--- config.mk ---
export PLATFORM = sky130hd
export DESIGN_NAME = ldl_rr_pend_age_flat
export DESIGN_NICKNAME = d
export VERILOG_FILES = /design/src/rtl/ldl_rr_pend_age_if.sv /design/src/rtl/ldl_rr_pend_age.sv /design/src/flat_wrapper.sv
export SDC_FILE = /design/constraint.sdc
export NUM_CORES = 1
export LEC_CHECK = 0
export CAP_MARGIN = 20
export CORE_MARGIN = 2
export CORE_UTILIZATION = 40
export CTS_BUF_LIST = sky130_fd_sc_hd__clkbuf_16
export CTS_CLUSTER_DIAMETER = 120
export DETAILED_ROUTE_END_ITERATION = 8
export PLACE_DENSITY = 0.56
export SETUP_SLACK_MARGIN = 0.2
export SLEW_MARGIN = 10
export SYNTH_ARGS = -nofsm -noshare
export SYNTH_HDL_FRONTEND = slang
export SYNTH_SLANG_ARGS = --single-unit
--- constraint.sdc ---
create_clock -name clk -period 7 [get_ports clk]
set_input_delay 1.05 -clock clk [delete_from_list [all_inputs] [get_ports clk]]
set_output_delay 1.05 -clock clk [all_outputs]
set_load 0.01 [all_outputs]
--- src/rtl/ldl_rr_pend_age_if.sv ---
// Request/grant bundle between the pending-age feeder and its neighbours.
// The master side pushes requests and returns the arbiter grant.
// The slave side is the feeder itself.
interface ldl_rr_pend_age_if #(
  parameter int REQ_WIDTH = 8,
  parameter int COS_WIDTH = 2
);
  logic [REQ_WIDTH-1:0]                push;
  logic [REQ_WIDTH-1:0][COS_WIDTH-1:0] push_cos;
  logic [REQ_WIDTH-1:0]                full;
  logic [REQ_WIDTH-1:0]                req;
  logic [REQ_WIDTH-1:0][COS_WIDTH-1:0] cos;
  logic [REQ_WIDTH-1:0]                grant_hot;
  logic                                grant_valid;
  logic                                grant_ready;
  logic                                err;

  modport master (
    output push, push_cos, grant_hot, grant_valid, grant_ready,
    input  full, req, cos, err
  );

  modport slave (
    input  push, push_cos, grant_hot, grant_valid, grant_ready,
    output full, req, cos, err
  );
endinterface

--- src/rtl/ldl_rr_pend_age.sv ---
// Pending-request feeder for the priority round-robin arbiter.
// Each requester has a pending counter, a burst base cos and an aging boost.
// A requester that keeps losing accepted grants gets its cos raised step by step.
// Optional protocol checker: define LDL_RR_PEND_CHK_EN to enable the sticky err flag.
module ldl_rr_pend_age #(
  parameter int BIN_WIDTH = 3,
  parameter int COS_WIDTH = 2,
  parameter int REQ_WIDTH = 1 << BIN_WIDTH,
  parameter int CNT_WIDTH = 4,
  parameter int AGE_WIDTH = 4,
  parameter int AGE_LIMIT = 8
) (
  input logic             clk,
  input logic             rst,
  ldl_rr_pend_age_if.slave bus
);

  localparam logic [CNT_WIDTH-1:0] CNT_MAX = {CNT_WIDTH{1'b1}};
  localparam logic [CNT_WIDTH-1:0] CNT_ONE = CNT_WIDTH'(1);
  localparam logic [COS_WIDTH-1:0] COS_MAX = {COS_WIDTH{1'b1}};
  localparam logic [COS_WIDTH-1:0] COS_ONE = COS_WIDTH'(1);
  localparam logic [AGE_WIDTH-1:0] AGE_TOP = AGE_WIDTH'(AGE_LIMIT - 1);
  localparam logic [AGE_WIDTH-1:0] AGE_ONE = AGE_WIDTH'(1);

  logic                                take;
  logic [REQ_WIDTH-1:0]                full_vec;
  logic [REQ_WIDTH-1:0]                req_vec;
  logic [REQ_WIDTH-1:0][COS_WIDTH-1:0] cos_vec;
`ifdef LDL_RR_PEND_CHK_EN
  logic [REQ_WIDTH-1:0]                bad_vec;
`endif

  assign take = bus.grant_valid & bus.grant_ready;

  genvar gi;
  generate
    for (gi = 0; gi < REQ_WIDTH; gi++) begin : g_req
      logic [CNT_WIDTH-1:0] cnt_reg, cnt_next;
      logic [COS_WIDTH-1:0] base_reg, base_next;
      logic [COS_WIDTH-1:0] boost_reg, boost_next;
      logic [AGE_WIDTH-1:0] age_reg, age_next;
      logic                 is_full, is_req;
      logic                 acc, dec, lose;
      logic [COS_WIDTH:0]   cos_sum;

      assign is_full  = (cnt_reg == CNT_MAX);
      assign is_req   = (cnt_reg != '0);
      assign acc      = bus.push[gi] & ~is_full;
      assign dec      = take & bus.grant_hot[gi] & is_req;
      assign lose     = take & is_req & ~bus.grant_hot[gi];
      assign cnt_next = cnt_reg + CNT_WIDTH'(acc) - CNT_WIDTH'(dec);

      // Base cos: restart on a new burst, otherwise track the highest pushed cos.
      always_comb begin
        base_next = base_reg;
        if (cnt_next == '0) begin
          base_next = '0;
        end else if (acc) begin
          if ((cnt_reg == '0) || ((cnt_reg == CNT_ONE) && dec)) begin
            base_next = bus.push_cos[gi];
          end else if (bus.push_cos[gi] > base_reg) begin
            base_next = bus.push_cos[gi];
          end
        end
      end

      // Aging: count lost grants, bump the boost every AGE_LIMIT losses, clear on service.
      always_comb begin
        age_next   = age_reg;
        boost_next = boost_reg;
        if (dec || (cnt_next == '0)) begin
          age_next   = '0;
          boost_next = '0;
        end else if (lose) begin
          if (age_reg == AGE_TOP) begin
            age_next = '0;
            if (boost_reg != COS_MAX) begin
              boost_next = boost_reg + COS_ONE;
            end
          end else begin
            age_next = age_reg + AGE_ONE;
          end
        end
      end

      // Per-requester state registers.
      always_ff @(posedge clk) begin
        if (rst) begin
          cnt_reg   <= '0;
          base_reg  <= '0;
          boost_reg <= '0;
          age_reg   <= '0;
        end else begin
          cnt_reg   <= cnt_next;
          base_reg  <= base_next;
          boost_reg <= boost_next;
          age_reg   <= age_next;
        end
      end

      // One bit wider so the base+boost sum can be clamped instead of wrapping.
      assign cos_sum      = {1'b0, base_reg} + {1'b0, boost_reg};
      assign full_vec[gi] = is_full;
      assign req_vec[gi]  = is_req;
      assign cos_vec[gi]  = !is_req            ? '0 :
                            cos_sum[COS_WIDTH] ? COS_MAX :
                                                 cos_sum[COS_WIDTH-1:0];

`ifdef LDL_RR_PEND_CHK_EN
      assign bad_vec[gi] = (bus.push[gi] & is_full) |
                           (take & bus.grant_hot[gi] & ~is_req);
`endif
    end
  endgenerate

  assign bus.full = full_vec;
  assign bus.req  = req_vec;
  assign bus.cos  = cos_vec;

`ifdef LDL_RR_PEND_CHK_EN
  logic err_reg;
  logic hot_onehot;

  assign hot_onehot = (bus.grant_hot != '0) &&
                      ((bus.grant_hot & (bus.grant_hot - REQ_WIDTH'(1))) == '0);

  // Sticky protocol error: overflow push, malformed grant, or grant to an empty requester.
  always_ff @(posedge clk) begin
    if (rst) begin
      err_reg <= 1'b0;
    end else if ((|bad_vec) || (take && !hot_onehot)) begin
      err_reg <= 1'b1;
    end
  end

  assign bus.err = err_reg;
`else
  assign bus.err = 1'b0;
`endif

endmodule

--- src/flat_wrapper.sv ---
// flat-port wrapper written by rule: the top's interface ports become plain ports
module ldl_rr_pend_age_flat 
#(
  parameter int BIN_WIDTH = 3,
  parameter int COS_WIDTH = 2,
  parameter int REQ_WIDTH = 1 << BIN_WIDTH,
  parameter int CNT_WIDTH = 4,
  parameter int AGE_WIDTH = 4,
  parameter int AGE_LIMIT = 8
)
  (clk, rst, bus_push, bus_push_cos, bus_grant_hot, bus_grant_valid, bus_grant_ready, bus_full, bus_req, bus_cos, bus_err);
  ldl_rr_pend_age_if #(.REQ_WIDTH(REQ_WIDTH), .COS_WIDTH(COS_WIDTH)) bus_i ();
  input logic clk;
  input logic rst;
  input wire logic [$bits(bus_i.push)-1:0] bus_push;
  input wire logic [$bits(bus_i.push_cos)-1:0] bus_push_cos;
  input wire logic [$bits(bus_i.grant_hot)-1:0] bus_grant_hot;
  input wire logic [$bits(bus_i.grant_valid)-1:0] bus_grant_valid;
  input wire logic [$bits(bus_i.grant_ready)-1:0] bus_grant_ready;
  output wire logic [$bits(bus_i.full)-1:0] bus_full;
  output wire logic [$bits(bus_i.req)-1:0] bus_req;
  output wire logic [$bits(bus_i.cos)-1:0] bus_cos;
  output wire logic [$bits(bus_i.err)-1:0] bus_err;
  assign bus_i.push = bus_push;
  assign bus_i.push_cos = bus_push_cos;
  assign bus_i.grant_hot = bus_grant_hot;
  assign bus_i.grant_valid = bus_grant_valid;
  assign bus_i.grant_ready = bus_grant_ready;
  assign bus_full = bus_i.full;
  assign bus_req = bus_i.req;
  assign bus_cos = bus_i.cos;
  assign bus_err = bus_i.err;
  ldl_rr_pend_age #(.BIN_WIDTH(BIN_WIDTH), .COS_WIDTH(COS_WIDTH), .REQ_WIDTH(REQ_WIDTH), .CNT_WIDTH(CNT_WIDTH), .AGE_WIDTH(AGE_WIDTH), .AGE_LIMIT(AGE_LIMIT)) u_core (.clk(clk), .rst(rst), .bus(bus_i));
endmodule
==> out/metrics.yaml <==
critical_path:
  worstPathArrival_ps: 4170
  crit_buf_inv: 3
  critPathSlowestCell: "clkdlybuf4s50_1"
  max_stage_delay_ps: 820
  cp-startpoint: "bus_grant_valid"
  regToRegStartpoint: "u_core.g_req[3].cnt_reg[2]"
  required_ps: 7210
  cp_cell_sequence: "clkdlybuf4s50_1, nand3_1, nor2_2, ha_1, inv_1, ha_1, inv_1, fa_1, xor2_1, nand4bb_1, mux2i_4, a211oi_1"
  critPathCaptureType: "flop"
  critPathKind: "in -> reg"
  cpLargestDelayFamily: "buffers and inverters"
  cp-start-kind: "primary input"
  path_max_fanout: 9
timing:
  post-route-min-period_ps: 3960
  setup-tns-final_ps: 0
  holdWs_ps: 479
  setup_ws_ps: 3040
  final_hold_viol_count: 0
  setup_viol: 0
  fin_crit_sh: 0.566
  tightest_slew_ps: 631
  drv_slew: 0
  max_slew_margin: 0.571
  skew_ps: 4.63
  rsz0062_at_grt: "no"
  fmax_ghz: 0.252
synth:
  synthArstFlopShare: 0
  yosysTopAreaCell: "dfxtp_1"
  syn_area_per_cell_sq_um: 9.59
  ys_ff_latch: 96
  synth_cells: 774
  synth.top_cell.area_share: 0.259
  synth_cell_types: 43
  synth_ff_type: "dfxtp_1"
  synth-seq-area-share: 0.259
  yosysWarnings: 0
  synth_edf_count: 0
  syn_nets: 914
  synth_area_leaders: "dfxtp_1 26%, ha_1 15%, nor3_2 6.5%"
  synth_area_sq_um: 7420
detailed_routing:
  drtIter0Drc: 184
  wl_per_cell_um: 13.6
  vias: 5409
  ant_nets: 0
  via_per_inst: 5.15
  drc_errors: 0
  first_pass_iters: 4
  drt-total-wl_um: 14300
clocking:
  cts_tree: "done"
  root_buffer: "clkbuf_16"
  insertion_delay_ps: 360
  numCtsBuffers: 9
  cts.sinks: 96
  cts_resized: 0
  postCtsHoldBufs: 0
  post_cts_buffers: 0
  clk_path_buf_depth: 2
  cts_max_level: 3
  clkTransAtPathRegs_ps: 60
global_routing:
  grt_pass1_vias: 5490
  grt_max_degree: 57
  antenna_found_initial: 0
  grtUsageTotal: 0.155
  grt.overflow.total: 0
  grt_pass1_wl_um: 25300
place:
  post-dp-hpwl_um: 10900
  gp_congestion: 0.822
  pre_cts_slack_ps: 2610
  port_buffers: 67
die:
  rows: 49
  ios: 69
  fp.dieW_um: 140
  core_area_sq_um: 18100
  dieArea_sq_um: 19700
  start_util: 0.410
  dieHeight_um: 140
layout:
  nNetsFinal: 957
  num_antenna_cells: 0
  drive_gt1_frac: 0.127
  synthToLayoutAreaGrowth_pct: 13.1
power:
  p_per_area_nw_per_um2: 325
  peakVddDrop_mv: 0.229
  p_leak_nw: 3.17
run_status:
  status: "finished clean"
worst_hold_path:
  worstHoldStart: "u_core.g_req[7].base_reg[1]"
  min_path_type: "reg -> reg"
flow_run:
  maxCapViolCount: 0
path summary, 6_finish.rpt:
path	endpoint	slack, ps	depth (start not counted)
hold / removal	u_core.g_req[7].base_reg[1]	480	2
setup reg to reg	u_core.g_req[3].age_reg[1]	3730	12
setup / recovery	u_core.g_req[1].base_reg[1]	3040	12
hold reg to reg	u_core.g_req[7].base_reg[1]	480	2
report_power, final:
group	switching (mW)	total (mW)	internal, mW
sequential	0.0956	0.745	0.649
combinational	0.829	1.50	0.672
clock	0.212	0.482	0.271
Yosys cell counts (2+ instances only):
cell and n:
nor3_2 48, a21oi_2 8, o2111ai_1 8, nand3_1 41
dfxtp_1 96, fa_1 16, and2_1 8, nor3b_4 8
a211oi_1 16, nor4_1 8, clkbuf_1 4, nand4b_1 7
nand2_1 8, nor4_2 3, nor3_1 8, a21oi_1 28
o21ai_0 16, nor4b_1 8, xor2_1 7, buf_2 4
xnor2_1 25, inv_1 119, buf_1 2, buf_4 17
mux2i_4 7, nand4bb_1 15, nor2_1 28, ha_1 88
nor2b_1 17, o2111a_1 8, buf_6 9, or2_0 7
mux2i_1 32, nand3b_1 9, nor4_4 5, a21o_1 15
a31oi_1 8, nor2_2 8
stage by stage:
stage               instance area, sq um  power [mW]  utilization  std cells
floorplan                           7420        1.93            -        774
global placement                    8110        2.22        0.448       1035
detailed placement                  8110        2.26        0.448       1035
CTS                                 8390        2.76        0.464       1051
global route                        8390        2.96        0.464       1051
finish                              8390        2.73        0.464       1051
layout by cell type, fill, tap and decap left out, types with 2 or more instances in the layout:
cell             synthesis  layout
or2_0                    7       7
nor4_4                   5       5
fa_1                    16      16
a211oi_1                16      16
inv_1                  119     121
clkinv_1                 0       2
dfxtp_1                 96      96
nor2_2                   8       8
nor3_2                  48      48
nor4_2                   3       3
nand4b_1                 7       7
nand2_1                  8       8
o21ai_0                 16      16
a31oi_1                  8       8
a21o_1                  15      15
nor2_1                  28      28
clkbuf_16                0       9
nor4_1                   8       8
ha_1                    88      88
nor4b_1                  8       8
clkinv_2                 0       2
o2111ai_1                8       8
nand3_1                 41      41
nor3_1                   8       8
a21oi_2                  8       8
o2111a_1                 8       8
xnor2_1                 25      25
nor2b_1                 17      17
nand4bb_1               15      15
clkdlybuf4s50_1          0      66
xor2_1                   7       7
mux2i_4                  7       7
a21oi_1                 28      28
nand3b_1                 9       9
nor3b_4                  8       8
mux2i_1                 32      32
and2_1                   8       8
routing by layer:
metal / GRT usage / share of wire / vias to the layer above
met1: 0.200 / 0.48 / 2545
met5: 0 / 0 / -
met3: 0.0260 / 0.032 / 12
met2: 0.259 / 0.47 / 74
li1: - / - / 2778
met4: 0.0611 / 0.017 / 0
cells by family (layout without fill, tap and decap cells):
kind of cell	count (synthesis)	count (layout)	synth area share
adder cells (fa/ha/maj)	104	104	0.192
AND/OR/NAND/NOR	238	238	0.248
AO/OA/AOI/OAI	108	108	0.100
flip-flops	96	96	0.259
other	1	1	0.000505
multiplexers	40	40	0.0663
XOR/XNOR	32	32	0.0378
buffers and inverters	155	203	0.0968
cell type report:
type,instances,area [sq um]
fill,1713,9700
multi-input combinational,523,4780
sequential,96,1920
timing repair buffer,68,673
inverter,119,447
tap,229,287
clock buffer,9,225
clock inverter,7,55.1
worst min-delay path, stage by stage, from the launching register on:
cell and delay [ps]:
dfxtp_1 310, nand3_1 60, a211oi_1 60
No activity file was read; power rests on OpenSTA's default activity.
